--- src/rtl/regfile_pkg.sv ---
// Shared constants and write-port merge helper for the multi-port register file.
// Latency: n/a (package). Backpressure: n/a.
// Contents: default sizes, the hard-wired zero index, and the per-register write-selection function.
package regfile_pkg;

   localparam int RF_DATA_W = 32;
   localparam int RF_DEPTH  = 32;
   localparam int ZERO_IDX  = 0;

   // Per-register write decision: en = some port writes this register this edge,
   // from_b = port B supplies the data (B wins a same-address collision).
   typedef struct packed {
      logic en;
      logic from_b;
   } wr_pick_t;

   // True when an enabled write port targets register idx, honouring the hard-wired zero register.
   function automatic logic wr_hit(
      input int unsigned idx,
      input logic        zero_reg,
      input logic        wa_en,
      input int unsigned wa_addr,
      input logic        wb_en,
      input int unsigned wb_addr
   );
      logic hit;
      hit = (wa_en && (wa_addr == idx)) || (wb_en && (wb_addr == idx));
      if (zero_reg && (idx == ZERO_IDX))
         hit = 1'b0;
      return hit;
   endfunction

   // Merge the two write ports into a next-value select for one register.
   function automatic wr_pick_t wr_merge(
      input int unsigned idx,
      input logic        zero_reg,
      input logic        wa_en,
      input int unsigned wa_addr,
      input logic        wb_en,
      input int unsigned wb_addr
   );
      wr_pick_t pick;
      pick.en     = wr_hit(idx, zero_reg, wa_en, wa_addr, wb_en, wb_addr);
      pick.from_b = wb_en && (wb_addr == idx);
      return pick;
   endfunction

endpackage

--- src/rtl/regfile_scoreboard.sv ---
// Busy-bit scoreboard: one pending-producer bit per architectural register.
// Latency: set and clear both take effect on the next rising edge.
// Backpressure: none; the hazard unit reads the busy vector and stalls issue itself.
//
// Ports:
//   clk, rst_n          clock, asynchronous active-low reset (clears every busy bit)
//   iss_en, iss_addr    issue of an instruction whose destination becomes busy
//   wa_*/wb_*           write ports; a write retires the pending producer
//   busy                full busy vector, one bit per register
module regfile_scoreboard
   import regfile_pkg::*;
#(
   parameter int DEPTH    = RF_DEPTH,
   parameter int ADDR_W   = $clog2(DEPTH),
   parameter int ZERO_REG = 1
) (
   input  logic              clk,
   input  logic              rst_n,
   input  logic              iss_en,
   input  logic [ADDR_W-1:0] iss_addr,
   input  logic              wa_en,
   input  logic [ADDR_W-1:0] wa_addr,
   input  logic              wb_en,
   input  logic [ADDR_W-1:0] wb_addr,
   output logic [DEPTH-1:0]  busy
);

   genvar r;
   generate
      for (r = 0; r < DEPTH; r++) begin : g_busy
         if ((ZERO_REG != 0) && (r == ZERO_IDX)) begin : g_zero
            // The zero register never has a pending producer.
            always_ff @(posedge clk or negedge rst_n) begin
               if (!rst_n)
                  busy[r] <= 1'b0;
               else
                  busy[r] <= 1'b0;
            end
         end else begin : g_live
            logic iss_hit;
            logic wr_clr;

            always_comb begin
               iss_hit = iss_en && (iss_addr == ADDR_W'(r));
               wr_clr  = wr_hit(32'(r), ZERO_REG != 0, wa_en, 32'(wa_addr),
                                wb_en, 32'(wb_addr));
            end

            // Issue beats write: a same-edge write retires the older producer,
            // while the newly issued one is still outstanding.
            always_ff @(posedge clk or negedge rst_n) begin
               if (!rst_n)
                  busy[r] <= 1'b0;
               else if (iss_hit)
                  busy[r] <= 1'b1;
               else if (wr_clr)
                  busy[r] <= 1'b0;
            end
         end
      end
   endgenerate

endmodule

--- src/rtl/regfile_mp.sv ---
// Multi-port register file with write-first bypass, two write ports and a busy scoreboard.
// Latency: reads combinational (0 cycles); writes, busy updates and last_wr land on the next edge.
// Backpressure: none; enables are single-cycle qualifiers and every enabled cycle is a transaction.
//
// Ports:
//   clk, rst_n          clock, asynchronous active-low reset (clears storage, busy bits, last_wr)
//   rd_addr/rd_data     NUM_RD packed read ports, port k at [k*W +: W]
//   rd_busy             busy bit per read port, masked when a same-cycle write supplies the value
//   wa_*                write port A (writeback)
//   wb_*                write port B (late result / load return), wins address collisions
//   iss_en/iss_addr     mark the destination of an issuing instruction busy
//   last_wr             data of the most recent committed write (B over A when both fire)
module regfile_mp
   import regfile_pkg::*;
#(
   parameter int DATA_W   = RF_DATA_W,
   parameter int DEPTH    = RF_DEPTH,
   parameter int ADDR_W   = $clog2(DEPTH),
   parameter int NUM_RD   = 2,
   parameter int ZERO_REG = 1
) (
   input  logic                     clk,
   input  logic                     rst_n,
   input  logic [NUM_RD*ADDR_W-1:0] rd_addr,
   output logic [NUM_RD*DATA_W-1:0] rd_data,
   output logic [NUM_RD-1:0]        rd_busy,
   input  logic                     wa_en,
   input  logic [ADDR_W-1:0]        wa_addr,
   input  logic [DATA_W-1:0]        wa_data,
   input  logic                     wb_en,
   input  logic [ADDR_W-1:0]        wb_addr,
   input  logic [DATA_W-1:0]        wb_data,
   input  logic                     iss_en,
   input  logic [ADDR_W-1:0]        iss_addr,
   output logic [DATA_W-1:0]        last_wr
);

   logic [DATA_W-1:0] mem [DEPTH];
   logic [DEPTH-1:0]  busy_vec;

   // ------------------------------------------------------------------
   // Storage: one flop row per register, write select from the shared merge.
   // With ZERO_REG the merge never enables row 0, so it stays at its reset 0.
   // ------------------------------------------------------------------
   genvar r;
   generate
      for (r = 0; r < DEPTH; r++) begin : g_reg
         wr_pick_t pick;

         always_comb begin
            pick = wr_merge(32'(r), ZERO_REG != 0, wa_en, 32'(wa_addr),
                            wb_en, 32'(wb_addr));
         end

         always_ff @(posedge clk or negedge rst_n) begin
            if (!rst_n)
               mem[r] <= '0;
            else if (pick.en)
               mem[r] <= pick.from_b ? wb_data : wa_data;
         end
      end
   endgenerate

   // ------------------------------------------------------------------
   // Observation register: writes to index 0 still count as committed here.
   // ------------------------------------------------------------------
   always_ff @(posedge clk or negedge rst_n) begin
      if (!rst_n)
         last_wr <= '0;
      else if (wb_en)
         last_wr <= wb_data;
      else if (wa_en)
         last_wr <= wa_data;
   end

   // ------------------------------------------------------------------
   // Scoreboard
   // ------------------------------------------------------------------
   regfile_scoreboard #(
      .DEPTH    (DEPTH),
      .ADDR_W   (ADDR_W),
      .ZERO_REG (ZERO_REG)
   ) u_sb (
      .clk      (clk),
      .rst_n    (rst_n),
      .iss_en   (iss_en),
      .iss_addr (iss_addr),
      .wa_en    (wa_en),
      .wa_addr  (wa_addr),
      .wb_en    (wb_en),
      .wb_addr  (wb_addr),
      .busy     (busy_vec)
   );

   // ------------------------------------------------------------------
   // Read ports: zero register, then port B, then port A, then storage.
   // ------------------------------------------------------------------
   genvar k;
   generate
      for (k = 0; k < NUM_RD; k++) begin : g_rd
         logic [ADDR_W-1:0] addr;
         logic              a_hit;
         logic              b_hit;
         logic              is_zero;
         logic [DATA_W-1:0] data;

         assign addr = rd_addr[k*ADDR_W +: ADDR_W];

         always_comb begin
            a_hit   = wa_en && (wa_addr == addr);
            b_hit   = wb_en && (wb_addr == addr);
            is_zero = (ZERO_REG != 0) && (addr == ADDR_W'(ZERO_IDX));
            if (is_zero)
               data = '0;
            else if (b_hit)
               data = wb_data;
            else if (a_hit)
               data = wa_data;
            else
               data = mem[addr];
         end

         assign rd_data[k*DATA_W +: DATA_W] = data;
         // A same-cycle write already supplies the value through the bypass,
         // so the consumer need not stall on it.
         assign rd_busy[k] = busy_vec[addr] & ~(a_hit | b_hit);
      end
   endgenerate

endmodule

--- config.mk ---
export PLATFORM = sky130hd
export DESIGN_NAME = regfile_mp
export DESIGN_NICKNAME = d
export VERILOG_FILES = /design/src/rtl/regfile_pkg.sv /design/src/rtl/regfile_scoreboard.sv /design/src/rtl/regfile_mp.sv
export SDC_FILE = /design/constraint.sdc
export NUM_CORES = 2
export LEC_CHECK = 0
export CORE_UTILIZATION = 45
export CTS_CLUSTER_DIAMETER = 30
export DETAILED_ROUTE_END_ITERATION = 16
export SYNTH_ARGS = -nofsm -noshare
export SYNTH_HDL_FRONTEND = slang
export SYNTH_SLANG_ARGS = --single-unit
export TNS_END_PERCENT = 30
--- constraint.sdc ---
create_clock -name clk -period 6.34 [get_ports clk]
set_input_delay 1.268 -clock clk [delete_from_list [all_inputs] [get_ports clk]]
set_output_delay 1.268 -clock clk [all_outputs]
set_load 0.02 [all_outputs]
==> run metrics <==
Sum Neg Setup Slack 0 ps; Netlist Area Pre-Place around 67000 um^2; hpwl dp approximately 160 mm; endpoint required time on the critical path about 5100 ps; most frequently used cell type in the post-synthesis netlist sky130_fd_sc_hd__mux2i_1; fin area 80400 um^2; power consumption between 30 and 40 mW; clock transition at the registers of the reported paths 40 ps; Post-Place Setup Slack 456 ps; Worst-Skew Late Latency around 870 ps; most used standard cells in the synthesized netlist 1114 x sky130_fd_sc_hd__mux2i_1, 1055 x sky130_fd_sc_hd__dfrtp_1, 882 x sky130_fd_sc_hd__nor2_1; fraction of the core area covered by cells at the end of the flow roughly 54%; cell taking the most area after synthesis sky130_fd_sc_hd__dfrtp_1; setup violators final 0; ratio of total power to cell area between 300 and 400 nW/um^2; routed wire length about 280 mm; share of the clock period used by the worst path after layout between 90% and 100%; largest incremental delay on the critical path roughly 670 ps; mean cell area of the mapped netlist between 10 and 15 um^2; first-pass GRT wire length between 400 and 500 mm; main area contributors after synthesis sky130_fd_sc_hd__dfrtp_1 39%, sky130_fd_sc_hd__mux2i_1 17%, sky130_fd_sc_hd__mux4_2 14%; DIE HEIGHT roughly 390 um; Core Area ~150000 um^2; chip width between 300 and 400 um; clock tree from TritonCTS built; highest attainable clock frequency 0.165 GHz; Synth cell types 56; Worst Setup Path Type in2out; final instance count without filler cells between 8000 and 9000; min cycle time layout between 6000 and 7000 ps; relative area change from synthesis to final layout 19.8%; count of warnings emitted by yosys 0; TritonCTS Buffers between 200 and 300; critical-path cell list clkdlybuf4s50_1 > buf_4 > xor2_1 > nor4_2 > and3_2 > buf_12 > nor3_4 > o311ai_1 > o22ai_1 > clkdlybuf4s50_1; number of nets in the synthesized netlist 6613; Max H-tree Level 5; vias in the first global route 55400; TritonRoute pass-1 iters 8; Slew Viols, Final 0; detailed-route vias per instance approximately 6.7; via count 57100; post-layout worst setup margin approximately 300 ps; slowest cell on the critical path sky130_fd_sc_hd__clkdlybuf4s50_1; clock sink count 1055; Post-Route Skew 0 ps; post-route DRC violation count 0; pin count of the biggest net entering global routing between 100 and 150; unrepaired setup endpoints after global routing no; Startpoint Class primary input; maximum fanout along the worst path 20; total overflow reported by the global router 0; Die Outline Area ~150000 um^2; Post-CTS Hold Buffers 0; share of post-route cells with drive strength above 1 20.4%; RD Place Congestion about 0.93; Min-Delay Path Class reg2reg; top cell type's share of synthesized area around two fifths; primary flip-flop cell chosen by synthesis mapping sky130_fd_sc_hd__dfrtp_1; VDD IR max 0.259 mV; ANT nets after route 0; buffer cell driving the clock tree root sky130_fd_sc_hd__clkbuf_16; ports placed on the boundary 192; setup repair bufs after CTS 0; kind of capture point of the worst setup path output pin; flip-flop and latch count after synthesis about 1100; post-placement cell area between 70000 and 80000 um^2; Rel. slew slack between 10% and 20%; Post-synth ARST share 100%; sequential-to-total area share from yosys stat around two fifths; GRT Total Usage between 30% and 40%; MaxCap Viol Count 0; final net count 6505; maximum clock path buffer count 4; Post-Syn Instances about 6500; arrival time of data at the critical path endpoint approximately 4800 ps; post-detailed-route wirelength per cell 32.6 um; Starting Density between 40% and 50%; Post-synth EDFFs 0; Most Frequent Cell on Critical Path sky130_fd_sc_hd__clkdlybuf4s50_1; slew at the pin closest to its max-slew limit around 1300 ps; Gates resized, CTS repair 0; total number of placement rows about 140; quantity of I/O buffers inserted on ports around 190; number of placed instances, taps included ~8000; Iteration-0 DRC Markers 8399; status completed; worst hold slack across all endpoints between 500 and 600 ps; P_leak roughly 35 nW; Hold Violations, Final 0; antenna violations before repair 7
power breakdown:
group	internal [mW]	switching, mW	total [mW]
sequential	8.55	1.43	9.99
combinational	3.29	2.95	6.24
clock	10.9	4.42	15.3
total	22.7	8.80	31.5
sequential cells by signal (all words and copies together), names as in the netlist:
| signal | cells |
|---|---|
| last_wr | 32 |
| u_sb.busy | 31 |
| mem | 992 |
worst max-delay path: cells and delay by family:
kind	cells	cell delay, ps
AND/OR/NAND/NOR	3	920
XOR/XNOR	1	210
buffers and inverters	4	1680
AO/OA/AOI/OAI	2	670
path summary, 6_finish.rpt:
check	startpoint	endpoint	slack [ps]	depth (start not counted)
max reg2reg	last_wr[12]	last_wr[12]	5340	2
min in group asynchronous	rst_n	mem[449]	520	1
min	mem[765]	mem[765]	500	2
max	wb_addr[2]	rd_data[4]	300	10
max in group asynchronous	rst_n	mem[432]	4340	2
min reg2reg	mem[765]	mem[765]	500	2
cell usage in the layout (no fill, tap or decap), types with 30 or more instances in the layout:
| master | netlist | layout |
|---|---|---|
| sky130_fd_sc_hd__buf_12 | 1 | 46 |
| sky130_fd_sc_hd__clkbuf_8 | 0 | 58 |
| sky130_fd_sc_hd__a221oi_1 | 120 | 120 |
| sky130_fd_sc_hd__o21ai_0 | 304 | 304 |
| sky130_fd_sc_hd__mux4_2 | 429 | 429 |
| sky130_fd_sc_hd__buf_4 | 85 | 215 |
| sky130_fd_sc_hd__mux2i_1 | 1114 | 1114 |
| sky130_fd_sc_hd__clkbuf_1 | 502 | 30 |
| sky130_fd_sc_hd__nand2_1 | 372 | 344 |
| sky130_fd_sc_hd__a32o_1 | 46 | 46 |
| sky130_fd_sc_hd__nand2b_1 | 38 | 35 |
| sky130_fd_sc_hd__bufinv_16 | 0 | 40 |
| sky130_fd_sc_hd__clkbuf_16 | 0 | 305 |
| sky130_fd_sc_hd__o22ai_1 | 101 | 101 |
| sky130_fd_sc_hd__nor3_1 | 34 | 34 |
| sky130_fd_sc_hd__clkinv_2 | 0 | 43 |
| sky130_fd_sc_hd__a21oi_1 | 830 | 830 |
| sky130_fd_sc_hd__dfrtp_1 | 1055 | 1055 |
| sky130_fd_sc_hd__clkdlybuf4s50_1 | 0 | 157 |
| sky130_fd_sc_hd__a22o_1 | 36 | 36 |
| sky130_fd_sc_hd__o21bai_1 | 32 | 32 |
| sky130_fd_sc_hd__mux2_2 | 87 | 87 |
| sky130_fd_sc_hd__nor2_1 | 882 | 880 |
metal layers:
metal	track usage [%]	share of wire (%)	up-vias
li1	-	-	23600
met1	49.2	39	28300
met2	52.0	42	4153
met3	11.2	13	982
met4	21.6	6.5	8
met5	0	0.012	-
area by class of cell:
cell class,instances,area (um^2)
Multi-Input combinational cell,4626,37200
Clock inverter,110,1640
Tap cell,1930,2410
Clock buffer,392,8530
Fill cell,12600,67500
Antenna cell,1,2.50
Sequential cell,1055,26400
Timing Repair Buffer,428,4220
Inverter,2,7.51
cells by family (layout without fill, tap and decap cells):
| kind of cell | Yosys count | in the layout | synth area share [%] |
|---|---|---|---|
| buffers and inverters | 838 | 932 | 5.89 |
| AND/OR/NAND/NOR | 1435 | 1435 | 8.73 |
| other | 0 | 1 | 0 |
| multiplexers | 1630 | 1630 | 32.5 |
| XOR/XNOR | 20 | 20 | 0.261 |
| flip-flops | 1055 | 1055 | 39.4 |
| AO/OA/AOI/OAI | 1541 | 1541 | 13.3 |
Power figures use the tool's default switching activity.
